`src/rtl/rv_clint_pkg.sv`:
```
// Shared address map and byte-merge helper for the rv_io_clint timer/IPI block.
package rv_clint_pkg;

  localparam logic [15:0] CLINT_MSIP     = 16'h0000;
  localparam logic [15:0] CLINT_MTIMECMP = 16'h4000;
  localparam logic [15:0] CLINT_PRESCALE = 16'hBFF0;
  localparam logic [15:0] CLINT_MTIME    = 16'hBFF8;

  // A 32-bit access carries its byte enables in mask[3:0]; hi steers them onto bytes 7..4.
  function automatic logic [63:0] merge64(input logic [63:0] old, input logic [63:0] wdata,
                                          input logic [7:0] mask, input logic hi);
    logic [7:0] m;
    merge64 = old;
    m = hi ? {mask[3:0], 4'b0000} : mask;
    for (int b = 0; b < 8; b++)
      if (m[b]) merge64[8*b +: 8] = wdata[8*b +: 8];
  endfunction

endpackage

```
`src/rtl/rv_clint_prescaler.sv`:
```
// Programmable mtime prescaler: divisor/enable registers and a reloading down-counter.
module rv_clint_prescaler
  import rv_clint_pkg::*;
#(
  parameter int PRESCALE_W   = 12,
  parameter int PRESCALE_RST = 31
) (
  input  logic                  clk,
  input  logic                  reset_n,
  input  logic                  wr,
  input  logic [PRESCALE_W-1:0] wr_div,
  input  logic                  wr_enable,
  output logic [PRESCALE_W-1:0] div,
  output logic                  enable,
  output logic                  tick
);

  logic [PRESCALE_W-1:0] cnt;

  // NOTE: sequential state uses non-blocking assignments so every register samples pre-edge values.
  always_ff @(posedge clk or negedge reset_n) begin
    if (!reset_n) begin
      div    <= PRESCALE_W'(PRESCALE_RST);
      enable <= 1'b1;
      cnt    <= PRESCALE_W'(PRESCALE_RST);
    end else if (wr) begin
      div    <= wr_div;
      enable <= wr_enable;
      cnt    <= wr_div;
    end else if (enable) begin
      cnt <= (cnt == '0) ? div : cnt - PRESCALE_W'(1);
    end
  end

  assign tick = enable & (cnt == '0);

endmodule

```
`src/rtl/rv_io_clint.sv`:
```
// CLINT on the IO bus: per-hart msip/mtimecmp, shared prescaled 64-bit mtime, MTIP/MSIP lines.
module rv_io_clint
  import rv_clint_pkg::*;
#(
  parameter int RV           = 64,
  parameter int NCPU         = 1,
  parameter int PRESCALE_W   = 12,
  parameter int PRESCALE_RST = 31
) (
  input  logic            clk,
  input  logic            reset_n,
  input  logic            addr_req,
  output logic            addr_ack,
  input  logic            sel,
  input  logic [15:0]     addr,
  input  logic            read,
  input  logic [7:0]      mask,
  input  logic [RV-1:0]   wdata,
  output logic            data_req,
  input  logic            data_ack,
  output logic [RV-1:0]   rdata,
  output logic [63:0]     timer,
  output logic [NCPU-1:0] timer_interrupt,
  output logic [NCPU-1:0] ip_interrupt
);

  logic                  rd_acc, wr_acc, hi, unused;
  logic [63:0]           wdata64, rd64, r_timer, pre_cur, pre_new;
  logic [7:0]            mask_n, mask_eff;
  logic                  is_msip, is_cmp, is_pre, is_time;
  logic [12:0]           cmp_idx;
  logic [PRESCALE_W-1:0] div;
  logic                  enable, tick;
  logic [63:0]           r_cmp [NCPU];
  logic [NCPU-1:0]       r_msip, r_timer_int;

  assign addr_ack = addr_req & sel & ~(data_req & ~data_ack);
  assign rd_acc   = addr_ack & read;
  assign wr_acc   = addr_ack & ~read;

  // Both bus widths are normalised to a 64-bit word; RV=32 picks its half with addr[2].
  assign hi       = (RV == 32) && addr[2];
  assign wdata64  = (RV == 32) ? {2{wdata[31:0]}} : 64'(wdata);
  assign mask_n   = (RV == 32) ? {4'b0000, mask[3:0]} : mask;
  assign mask_eff = hi ? {mask[3:0], 4'b0000} : mask_n;

  assign is_msip = addr[15:14] == CLINT_MSIP[15:14];
  assign is_pre  = addr[15:3] == CLINT_PRESCALE[15:3];
  assign is_time = addr[15:3] == CLINT_MTIME[15:3];
  assign is_cmp  = (addr[15:14] == 2'b01 || addr[15:14] == 2'b10) &&
                   addr[15:4] != CLINT_PRESCALE[15:4];
  assign cmp_idx = addr[15:3] - CLINT_MTIMECMP[15:3];

  assign pre_cur = 64'(div) | (64'(enable) << 31);
  assign pre_new = merge64(pre_cur, wdata64, mask_n, hi);
  assign unused  = ^{addr[1:0], pre_new};

  rv_clint_prescaler #(
    .PRESCALE_W  (PRESCALE_W),
    .PRESCALE_RST(PRESCALE_RST)
  ) u_prescaler (
    .clk      (clk),
    .reset_n  (reset_n),
    .wr       (wr_acc & is_pre),
    .wr_div   (pre_new[PRESCALE_W-1:0]),
    .wr_enable(pre_new[31]),
    .div      (div),
    .enable   (enable),
    .tick     (tick)
  );

  // NOTE: every always_comb output gets a default first, so no path can infer a latch.
  always_comb begin
    rd64 = '0;
    if (is_msip) begin
      for (int h = 0; h < NCPU; h++)
        if (addr[13:3] == 11'(h >> 1)) begin
          if (h % 2 == 1) rd64[32] = r_msip[h];
          else            rd64[0]  = r_msip[h];
        end
    end else if (is_cmp) begin
      for (int h = 0; h < NCPU; h++)
        if (cmp_idx == 13'(h)) rd64 = r_cmp[h];
    end else if (is_pre) begin
      rd64 = pre_cur;
    end else if (is_time) begin
      rd64 = r_timer;
    end
  end

  always_ff @(posedge clk or negedge reset_n) begin
    if (!reset_n) begin
      data_req <= 1'b0;
      rdata    <= '0;
    end else if (rd_acc) begin
      data_req <= 1'b1;
      rdata    <= RV'(hi ? (rd64 >> 32) : rd64);
    end else if (data_ack) begin
      data_req <= 1'b0;
    end
  end

  // Unwritten bytes of a same-cycle write still see the tick increment.
  always_ff @(posedge clk or negedge reset_n) begin
    if (!reset_n)               r_timer <= '0;
    else if (wr_acc && is_time) r_timer <= merge64(r_timer + 64'(tick), wdata64, mask_n, hi);
    else                        r_timer <= r_timer + 64'(tick);
  end

  for (genvar h = 0; h < NCPU; h++) begin : g_hart
    localparam int B  = (h % 2) * 32;
    localparam int MB = (h % 2) * 4;
    logic        msip_q, mtip_q;
    logic [63:0] cmp_q;

    // NOTE: mtimecmp resets to all ones so no hart sees MTIP straight out of reset.
    always_ff @(posedge clk or negedge reset_n) begin
      if (!reset_n) begin
        msip_q <= 1'b0;
        cmp_q  <= '1;
        mtip_q <= 1'b0;
      end else begin
        if (wr_acc && is_msip && addr[13:3] == 11'(h >> 1) && mask_eff[MB])
          msip_q <= wdata64[B];
        if (wr_acc && is_cmp && cmp_idx == 13'(h))
          cmp_q <= merge64(cmp_q, wdata64, mask_n, hi);
        mtip_q <= r_timer >= cmp_q;
      end
    end

    assign r_msip[h]      = msip_q;
    assign r_cmp[h]       = cmp_q;
    assign r_timer_int[h] = mtip_q;
  end

  assign timer           = r_timer;
  assign timer_interrupt = r_timer_int;
  assign ip_interrupt    = r_msip;

endmodule

```
`config.mk`:
```
export PLATFORM = sky130hd
export DESIGN_NAME = rv_io_clint
export DESIGN_NICKNAME = d
export VERILOG_FILES = /design/src/rtl/rv_clint_pkg.sv /design/src/rtl/rv_clint_prescaler.sv /design/src/rtl/rv_io_clint.sv
export SDC_FILE = /design/constraint.sdc
export NUM_CORES = 1
export LEC_CHECK = 0
export CORE_MARGIN = 1
export CORE_UTILIZATION = 50
export CTS_CLUSTER_SIZE = 25
export DETAILED_ROUTE_END_ITERATION = 8
export HOLD_SLACK_MARGIN = 0.15
export PLACE_DENSITY = 0.75
export SLEW_MARGIN = 20
export SYNTH_ARGS = -nofsm -noshare
export SYNTH_HDL_FRONTEND = slang
export SYNTH_HIERARCHICAL = 1
export SYNTH_SLANG_ARGS = --single-unit
```
`constraint.sdc`:
```
create_clock -name clk -period 6.3 [get_ports clk]
set_input_delay 1.89 -clock clk [delete_from_list [all_inputs] [get_ports clk]]
set_output_delay 1.89 -clock clk [all_outputs]
set_load 0.03 [all_outputs]
```
* After elaboration in Yosys (flattened, before gate mapping)
Index checks and enable logic that the tools add are counted.
Operators by class: add/subtract/negate cells 3, order comparisons 1, eq/ne operators 5, muxes and demuxes 24, bitwise gates (word level) 11, reduce and logical (&&, ||, !) cells 22
Operators with widths (count):
- $mux 64 | 5
- $mux 8 | 10
- $add 64x1->64 | 1
- $ge 64x64->1 | 1
- $mux 63 | 1
- $mux 12 | 3
- $or 12x32->32 | 1
- $eq 13x13->1 const B | 2
- $reduce_and 2->1 | 8
- $logic_not 13->1 | 1
- $sub 13x12->13 const B | 1
- $logic_not 12->1 | 1
- $ne 12x12->1 const B | 1
- $sub 12x1->12 const B | 1
- $logic_not 11->1 | 1
- $and 1x1->1 | 7
- $logic_and 1x1->1 | 7
- $mux 1 | 4
- $mux 4 | 1
- $reduce_bool 2->1 | 2
- $not 1->1 | 3
- $eq 2x1->1 const B | 1
- $eq 2x2->1 const B | 1
- $logic_not 2->1 | 1
- $logic_or 1x1->1 | 1
Storage, ports and cells: flip-flop bits (word level) 220, word-level logic and storage cells 82

* Longest topological paths before layout
Gate-level depths: netlist of the first run.
word-level depth 8, depth in mapped cells 12, depth with buffers taken out 12

* Modules after synthesis
The synthesis of the first run kept the hierarchy.
Modules (own cells, without submodules):
- rv_io_clint | instances 1, cells an instance 1138, area each 11060.6 um^2
- rv_clint_prescaler | instances 1, cells an instance 132, area each 1393.8 um^2

* Least setup slack after synthesis of the first run
Ideal clock, no wire load.
path type in2out, start in data_ack, end out addr_ack, arrival time 2.344 ns, required time 4.410 ns, slack 2.066 ns, stages on the path 2, cell sequence nand2b_1 and3_1
Between the ends: cells in the longest elaborated chain, start to end 4
RTL lines:
- start, declared | RTL line rv_io_clint.sv:20 | input logic data_ack,
- $not 1->1 | RTL line rv_io_clint.sv:37 | assign addr_ack = addr_req & sel & ~(data_req & ~data_ack);
- $and 1x1->1 | RTL line rv_io_clint.sv:37
- $not 1->1 | RTL line rv_io_clint.sv:37
- $and 1x1->1 | RTL line rv_io_clint.sv:37
- end, declared | RTL line rv_io_clint.sv:13 | output logic addr_ack,
Every way passes these cells.

* Worst setup path after layout of the first run
Ends and elaborated chain as after synthesis.

==> impl_metrics.json, run 1 <==
{
  "status": "complete, no violations",
  "p_comb_share_pct": 4.9,
  "syn2layout_area_growth_pct": 26.8,
  "hold_slack_ps": 475,
  "die_h_um": 160,
  "grt_pass1_vias": 10295,
  "gp_congestion": 0.857,
  "critPathTopFamily": "buffers and inverters",
  "finalSetupTns_ps": 0,
  "via_per_inst": 5.87,
  "synth_largest_area_cell": "dfrtp_1",
  "hold_viol": 0,
  "cts_tree": "done",
  "criticalPathCategory": "input port to output pin",
  "drive_gt1_share_pct": 17.6,
  "slew_violations": 0,
  "grt_pass1_wl_mm": 56.7,
  "synth-edff-count": 0,
  "die_w_um": 160,
  "leakage_nw": 6.31,
  "arrival_ps": 3350,
  "synthArstFlopShare_pct": 100,
  "power.total_mw": 3.03,
  "seqPwrFrac_pct": 46.8,
  "drc": 0,
  "grt_max_degree": 123,
  "dr.pass1.iters": 7,
  "vias": 10657,
  "antenna_left": 0,
  "max_clock_freq_mhz": 191,
  "p_clk_share_pct": 48.2,
  "ys_top_cells_by_area": "dfrtp_1 29%, dfstp_2 16%, mux2_2 9.6%",
  "cts_setup_buffers": 0,
  "final_nets": 1637,
  "cp_cell_sequence": "clkdlybuf4s50_1 -> nand2b_1 -> and3_1 -> clkdlybuf4s50_1",
  "ios": 226,
  "io_buffers": 222,
  "post_synth.cell_area_avg_um2": 9.81,
  "critPathMaxFanout": 3,
  "power_switching_mw": 0.684,
  "cts_buffers": 25,
  "critPathSlowestCell": "clkdlybuf4s50_1",
  "grt_use_total_pct": 27.7,
  "clock_sinks": 220,
  "hold_path.class": "flip-flop to flip-flop",
  "setup_violations": 0,
  "htreeDepth": 1,
  "cts-resized-gates": 0,
  "core_area_um2": 24400,
  "grt_overflow": 0,
  "maxSlewHeadroom_pct": 31.0,
  "syn_nets": 1434,
  "yosysMostFrequentCell": "dfrtp_1",
  "critPathMaxStageDelay_ps": 670,
  "startpoint_type": "input port",
  "synth_common_cells": "145 x dfrtp_1, 119 x nand2_1, 106 x mux2_2, 88 x o21ai_0, 81 x inv_1",
  "tightestPinTransition_ps": 1040,
  "dpl.cell_count": 1770,
  "stdcell_count": 1816,
  "cp-end-kind": "output pin",
  "clk_pin_slew_worst_paths_ps": 60,
  "antenna_found_initial": 0,
  "synthCells": 1270,
  "rows": 57,
  "p_int_mw": 2.34,
  "drt_wl_total_mm": 35.6,
  "clkLatencyLatePin_ps": 530,
  "root_buffer": "clkbuf_16",
  "n_antenna_cell": 0,
  "hold_buffers": 0,
  "skew_ps": 12.4,
  "avgRoutedWirePerCell_um": 19.6,
  "required_ps": 4410,
  "p_sw_share_pct": 22.6,
  "stdcell_area_um2": 15800,
  "drv_cap": 0,
  "powerDensity_nw_per_um2": 192,
  "synth-seq-area-share_pct": 45.0,
  "period_share_pct": 83.2,
  "layout_min_cycle_time_ps": 5240,
  "clk_path_buf_depth": 3,
  "synth_cell_types": 60,
  "peakVddDrop_mv": 0.170,
  "drt_iter0_markers": 698,
  "ys_warn_count": 6,
  "ys_seq_elements": 220,
  "synth.top_cell.area_share_pct": 29.1,
  "cp_num_buf_inv": 2,
  "synthFlopType": "dfrtp_1",
  "synth.cell_area_um2": 12500,
  "die_area_um2": 25500,
  "rsz0062_at_grt": "no",
  "place_area_um2": 15000,
  "start_util_pct": 51.1,
  "cp_common_cell": "clkdlybuf4s50_1",
  "dpl.hpwl_mm": 25.0
}
==> per-layer routing <==
| layer | GRT usage, % | share of wire, % |
|---|---|---|
| met1 | 39.2 | 45 |
| met2 | 44.1 | 46 |
| met3 | 4.81 | 7.0 |
| met4 | 6.97 | 2.1 |
| met5 | 0 | 0 |
==> worst paths after layout <==
path | startpoint | endpoint | slack (ps) | cells after the start
hold / removal | rdata[36] | rdata[36] | 470 | 2
setup / recovery | data_ack | addr_ack | 1060 | 4
max in group asynchronous | reset_n | u_prescaler/div[2] | 3760 | 2
setup reg to reg | u_prescaler/cnt[0] | timer[52] | 1990 | 12
hold reg to reg | rdata[36] | rdata[36] | 470 | 2
min in group asynchronous | reset_n | rdata[33] | 1480 | 1
==> cell families after synthesis <==
| family | Yosys count | synth area share, % |
|---|---|---|
| AOI/OAI and AO/OA | 278 | 13.5 |
| xor gates and xnor gates | 52 | 3.66 |
| adders and majority gates | 70 | 7.03 |
| buffers and inverters | 140 | 4.38 |
| DFF | 220 | 45.0 |
| muxes | 118 | 10.5 |
| and+or+nand+nor | 392 | 15.9 |
==> through the flow <==
stage	util (%)	setup WS (ps)
floorplan	-	2070
global placement	61.4	1080
detailed placement	61.4	1060
CTS	64.8	1050
global route	64.8	1020
finish	64.8	1060
==> worst reg2reg max path, stage by stage (launching register included) <==
cell     delay, ps
dfstp_2        380
inv_1          110
ha_1           160
or4b_4         500
nor3_2         450
and2_1         220
ha_1           180
ha_1           330
nand4_2        310
nor3_2         860
nand2_4        240
or3_1          410
nand3_1         80
==> power groups by stage <==
| stage | Clock (mW) | Sequential (mW) | Combinational (mW) |
|---|---|---|---|
| 2_1_floorplan | 0 | 1.44 | 0.0328 |
| 3_3_place_gp | 0 | 1.44 | 0.149 |
| 3_5_place_dp | 0 | 1.44 | 0.149 |
| 4_1_cts | 1.48 | 1.42 | 0.150 |
| 5_1_grt | 1.54 | 1.42 | 0.161 |
| 6_report | 1.46 | 1.42 | 0.150 |
==> flip-flops by register name, summed over array words and instances, names as in the netlist <==
register,cells
g_hart.cmp_q,64
rdata,64
timer,64
u_prescaler/cnt,12
u_prescaler/div,12
data_req,1
ip_interrupt,1
timer_interrupt,1
u_prescaler/enable,1
==> cell type report <==
cell class	instances	area, um2
Clock buffer	33	696
Tap cell	324	405
Fill cell	1960	8590
Sequential cell	220	5600
Multi-Input combinational cell	910	6330
Timing Repair Buffer	235	2340
Clock inverter	13	124
Inverter	81	304
==> cell usage in the layout, fill, tap and decap left out, types with 26 or more instances in the layout <==
cell / n
o21ai_0: 88
xnor2_1: 26
nand3_1: 64
clkdlybuf4s50_1: 221
nor3_1: 29
ha_1: 70
dfstp_2: 75
nor2_1: 69
inv_1: 81
nand2_1: 118
a22oi_1: 76
xor2_1: 26
a21oi_1: 72
dfrtp_1: 145
mux2_2: 106
Power figures use the tool's default switching activity.
==> inputs of run 2 (changes only) <==
clock period = 5.1 ns   (was 6.3 ns; I/O delays follow)
==> impl_metrics.json, run 2 (synthesis results as in run 1) <==
{
  "cp_cell_sequence": "clkdlybuf4s50_1 -> nand2b_1 -> and3_1 -> clkdlybuf4s50_1",
  "p_clk_share_pct": 46.2,
  "path_depth": 4,
  "p_int_mw": 2.79,
  "drv_cap": 0,
  "arrival_ps": 3000,
  "skew_ps": 9.02,
  "layout_commonest_cell": "clkdlybuf4s50_1",
  "drt_iter0_markers": 822,
  "dpl.hpwl_mm": 25.4,
  "tightestPinTransition_ps": 857,
  "syn2layout_area_growth_pct": 26.8,
  "peakVddDrop_mv": 0.180,
  "p_comb_share_pct": 5.2,
  "utilization_pct": 64.7,
  "critPathMaxFanout": 3,
  "finalSetupTns_ps": 0,
  "powerDensity_nw_per_um2": 228,
  "cp-end-kind": "output pin",
  "regArea_um2": 5600,
  "ios": 226,
  "stdcell_area_um2": 15800,
  "hold_depth": 2,
  "layout_min_cycle_time_ps": 4530,
  "grt_overflow": 0,
  "clk_pin_slew_worst_paths_ps": 50,
  "clk_path_buf_depth": 3,
  "drt_wl_total_mm": 35.5,
  "grt_max_degree": 100,
  "cp_num_buf_inv": 2,
  "critPathMaxStageDelay_ps": 680,
  "core_area_um2": 24400,
  "htreeDepth": 1,
  "hold_slack_ps": 476,
  "setup_violations": 0,
  "required_ps": 3570,
  "gp_congestion": 0.857,
  "stdcell_count": 1826,
  "io_buffers": 222,
  "vias": 10735,
  "seqPwrFrac_pct": 48.6,
  "drive_gt1_share_pct": 17.3,
  "die_w_um": 160,
  "cts_buffers": 25,
  "multi_input_area_um2": 6340,
  "die_area_um2": 25500,
  "hold_path.class": "flip-flop to flip-flop",
  "period_share_pct": 88.7,
  "layout.cells.most_common_list": "221 x clkdlybuf4s50_1, 145 x dfrtp_1, 118 x nand2_1",
  "power.total_mw": 3.61,
  "start_util_pct": 51.1,
  "avgRoutedWirePerCell_um": 19.5,
  "slew_violations": 0,
  "die_h_um": 160,
  "clock_sinks": 220,
  "rows": 57,
  "cts_setup_buffers": 0,
  "antenna_found_initial": 1,
  "grt_pass1_wl_mm": 57.2,
  "place_area_um2": 15000,
  "hold_buffers": 0,
  "dr.pass1.iters": 5,
  "pre_cts_slack_ps": 570,
  "rsz0062_at_grt": "no",
  "drc": 0,
  "r2r_cells": 13,
  "antenna_left": 0,
  "leakage_nw": 6.32,
  "final_nets": 1646,
  "maxSlewHeadroom_pct": 42.5,
  "max_clock_freq_mhz": 221,
  "grt_use_total_pct": 27.9,
  "dpl.cell_count": 1779,
  "p_sw_share_pct": 22.5,
  "hold_viol": 0,
  "status": "complete, no violations",
  "cp_common_cell": "clkdlybuf4s50_1",
  "criticalPathCategory": "input port to output pin",
  "critPathTopFamily": "buffers and inverters",
  "root_buffer": "clkbuf_16",
  "clkLatencyLatePin_ps": 530,
  "power_switching_mw": 0.812,
  "critPathSlowestCell": "clkdlybuf4s50_1",
  "via_per_inst": 5.88,
  "cts-resized-gates": 0,
  "startpoint_type": "input port",
  "cts_tree": "done",
  "setup_ws_ps": 575,
  "fill_cells": 1995,
  "grt_pass1_vias": 10594
}
## run 2: changes by cell type in the layout (fill, tap and decap cells not counted), sizes merged
cell      change
clkinv        -6
clkinvlp      -2
clkbuf       +10
diode         +1
buf           +9
bufinv        -2
## run 2: worst paths after layout
kind | slack (ps) | to | startpoint
max in group asynchronous | 3080 | g_hart[0].cmp_q[20] | reset_n
min in group asynchronous | 1080 | rdata[36] | reset_n
max | 570 | addr_ack | data_ack
min | 480 | rdata[38] | rdata[38]
max reg2reg | 950 | timer[57] | u_prescaler/cnt[0]
min reg2reg | 480 | rdata[38] | rdata[38]
## run 2: power groups by stage
stage	clock network (mW)	registers (mW)	logic, mW
global route	1.76	1.75	0.205
global placement	0	1.78	0.188
CTS	1.69	1.75	0.190
floorplan	0	1.78	0.0405
finish	1.67	1.75	0.188
detailed placement	0	1.78	0.188
## run 2: tightest hold or removal path: cells and delay by family (launching register included)
family | cells | cell delay, ps
simple gates | 1 | 50
flops | 1 | 340
compound gates | 1 | 60
## run 2: final cells by class
cell class	instances	share of cell area, %
Tap cell	324	2.57
Multi-Input combinational cell	910	40.1
Clock buffer	43	4.58
Timing Repair Buffer	244	15.2
Antenna cell	1	0.0158
Clock inverter	3	0.119
Sequential cell	220	35.5
Inverter	81	1.93
## run 2: metal layers
| metal | GRT usage (%) | wire (um) | vias to the layer above |
|---|---|---|---|
| li1 | - | - | 4978 |
| met1 | 38.5 | 15500 | 5296 |
| met2 | 44.6 | 16600 | 410 |
| met3 | 5.30 | 2700 | 51 |
| met4 | 8.40 | 783 | 0 |
| met5 | 0 | 0 | - |
==> inputs of run 3 (changes only) <==
PLACE_DENSITY = 0.87   (was 0.75)
==> impl_metrics.json, run 3 (synthesis results as in run 1) <==
{
  "status": "complete, no violations",
  "power_switching_mw": 0.858,
  "r2r_end": "timer[28]",
  "final_nets": 1641,
  "arrival_ps": 3240,
  "leakage_nw": 6.37,
  "clkLatencyLatePin_ps": 530,
  "die_w_um": 160,
  "skew_ps": 12.8,
  "startpoint_type": "input port",
  "start_util_pct": 51.1,
  "drv_cap": 0,
  "r2r_start": "u_prescaler/cnt[0]",
  "critPathMaxFanout": 3,
  "setup_violations": 0,
  "hold_path.class": "flip-flop to flip-flop",
  "clk_pin_slew_worst_paths_ps": 60,
  "die_h_um": 160,
  "r2r_cells": 14,
  "cts_setup_buffers": 0,
  "layout_commonest_cell": "clkdlybuf4s50_1",
  "peakVddDrop_mv": 0.241,
  "syn2layout_area_growth_pct": 27.9,
  "grt_pass1_vias": 10805,
  "rsz0062_at_grt": "no",
  "vias": 10840,
  "dr.pass1.iters": 6,
  "layout_min_cycle_time_ps": 4770,
  "layout.cells.most_common_list": "221 x clkdlybuf4s50_1, 145 x dfrtp_1, 118 x nand2_1",
  "max_clock_freq_mhz": 210,
  "clk_path_buf_depth": 3,
  "cts_tree": "done",
  "hold_buffers": 0,
  "p_int_mw": 3.02,
  "avgRoutedWirePerCell_um": 19.6,
  "hold_slack_ps": 478,
  "p_clk_share_pct": 50.1,
  "period_share_pct": 93.5,
  "antenna_found_initial": 4,
  "ios": 226,
  "gp_congestion": 0.876,
  "cp-end-kind": "output pin",
  "rows": 57,
  "crit_path_end": "addr_ack",
  "seqPwrFrac_pct": 45.1,
  "dpl.hpwl_mm": 25.3,
  "via_per_inst": 5.95,
  "grt_overflow": 0,
  "tightestPinTransition_ps": 948,
  "clock_sinks": 220,
  "p_sw_share_pct": 22.1,
  "cts-resized-gates": 0,
  "drt_iter0_markers": 999,
  "die_area_um2": 25500,
  "required_ps": 3570,
  "grt_pass1_wl_mm": 57.0,
  "drt_wl_total_mm": 35.7,
  "finalSetupTns_ps": 0,
  "hold_viol": 0,
  "root_buffer": "clkbuf_16",
  "drc": 0,
  "p_comb_share_pct": 4.8,
  "grt_max_degree": 118,
  "reg2reg_slack_ps": 1080,
  "grt_use_total_pct": 27.8,
  "criticalPathCategory": "input port to output pin",
  "io_buffers": 222,
  "htreeDepth": 1,
  "antenna_left": 0,
  "cts_buffers": 25,
  "critPathLaunch": "data_ack",
  "slew_violations": 0,
  "drive_gt1_share_pct": 18.0,
  "powerDensity_nw_per_um2": 244,
  "maxSlewHeadroom_pct": 36.8,
  "core_area_um2": 24400
}
==> run 3: cell types whose count changed in the layout (fill, tap and decap cells not counted), moves of 2 or more <==
cell	change
clkinv_2	+3
clkbuf_1	-14
buf_12	+2
buf_4	-7
clkinvlp_4	+5
bufinv_16	+5
==> run 3: worst min-delay path by stage <==
stage / from / end / slack, ps / depth (start not counted)
global route: rdata[31] / rdata[31] / 510 / 2
floorplan: u_prescaler/div[0] / u_prescaler/div[0] / 460 / 2
global placement: rdata[40] / rdata[40] / 460 / 2
finish: rdata[25] / rdata[25] / 480 / 2
CTS: rdata[25] / rdata[25] / 480 / 2
detailed placement: rdata[25] / rdata[25] / 470 / 2
==> run 3: critical path, stage by stage <==
cell,delay [ps]
clkdlybuf4s50_1,470
nand2b_1,240
and3_1,230
clkdlybuf4s50_1,760
==> run 3: power by group through the flow <==
| stage | clock (mW) | sequential [mW] | combinational, mW |
|---|---|---|---|
| after floorplan | 0 | 1.78 | 0.0405 |
| after detailed placement | 0 | 1.78 | 0.185 |
| after CTS | 1.97 | 1.75 | 0.187 |
| after global placement | 0 | 1.78 | 0.182 |
| after global routing | 2.05 | 1.75 | 0.199 |
| final | 1.94 | 1.75 | 0.186 |
==> run 3: stage by stage <==
step	power [mW]	std cells	utilization, %	worst slack, ps	area (um2)
3_3_place_gp	1.96	1773	61.6	417	15000
3_5_place_dp	1.96	1774	61.6	419	15000
6_report	3.88	1822	65.3	333	15900
2_1_floorplan	1.82	1270	-	1400	12500
4_1_cts	3.91	1820	65.3	355	15900
5_1_grt	4.00	1822	65.3	311	15900
==> run 3: metal layers <==
layer  part of all wire [%]  GRT usage, %  vias to the layer above
met5                  0.084             0                        -
met4                    3.2          10.0                        4
met3                    7.6          5.19                       77
met2                     49          47.1                      473
met1                     40          35.6                     5319
li1                       -             -                     4967
==> run 3: layout make-up <==
class	count	area [um2]
diodes	2	5.00
clock buffers	28	657
clock inverters	18	239
fillers	1821	8460
inverters	81	304
multi-input cells	910	6330
flip-flops and latches	220	5600
well taps	324	405
repair buffers	239	2390
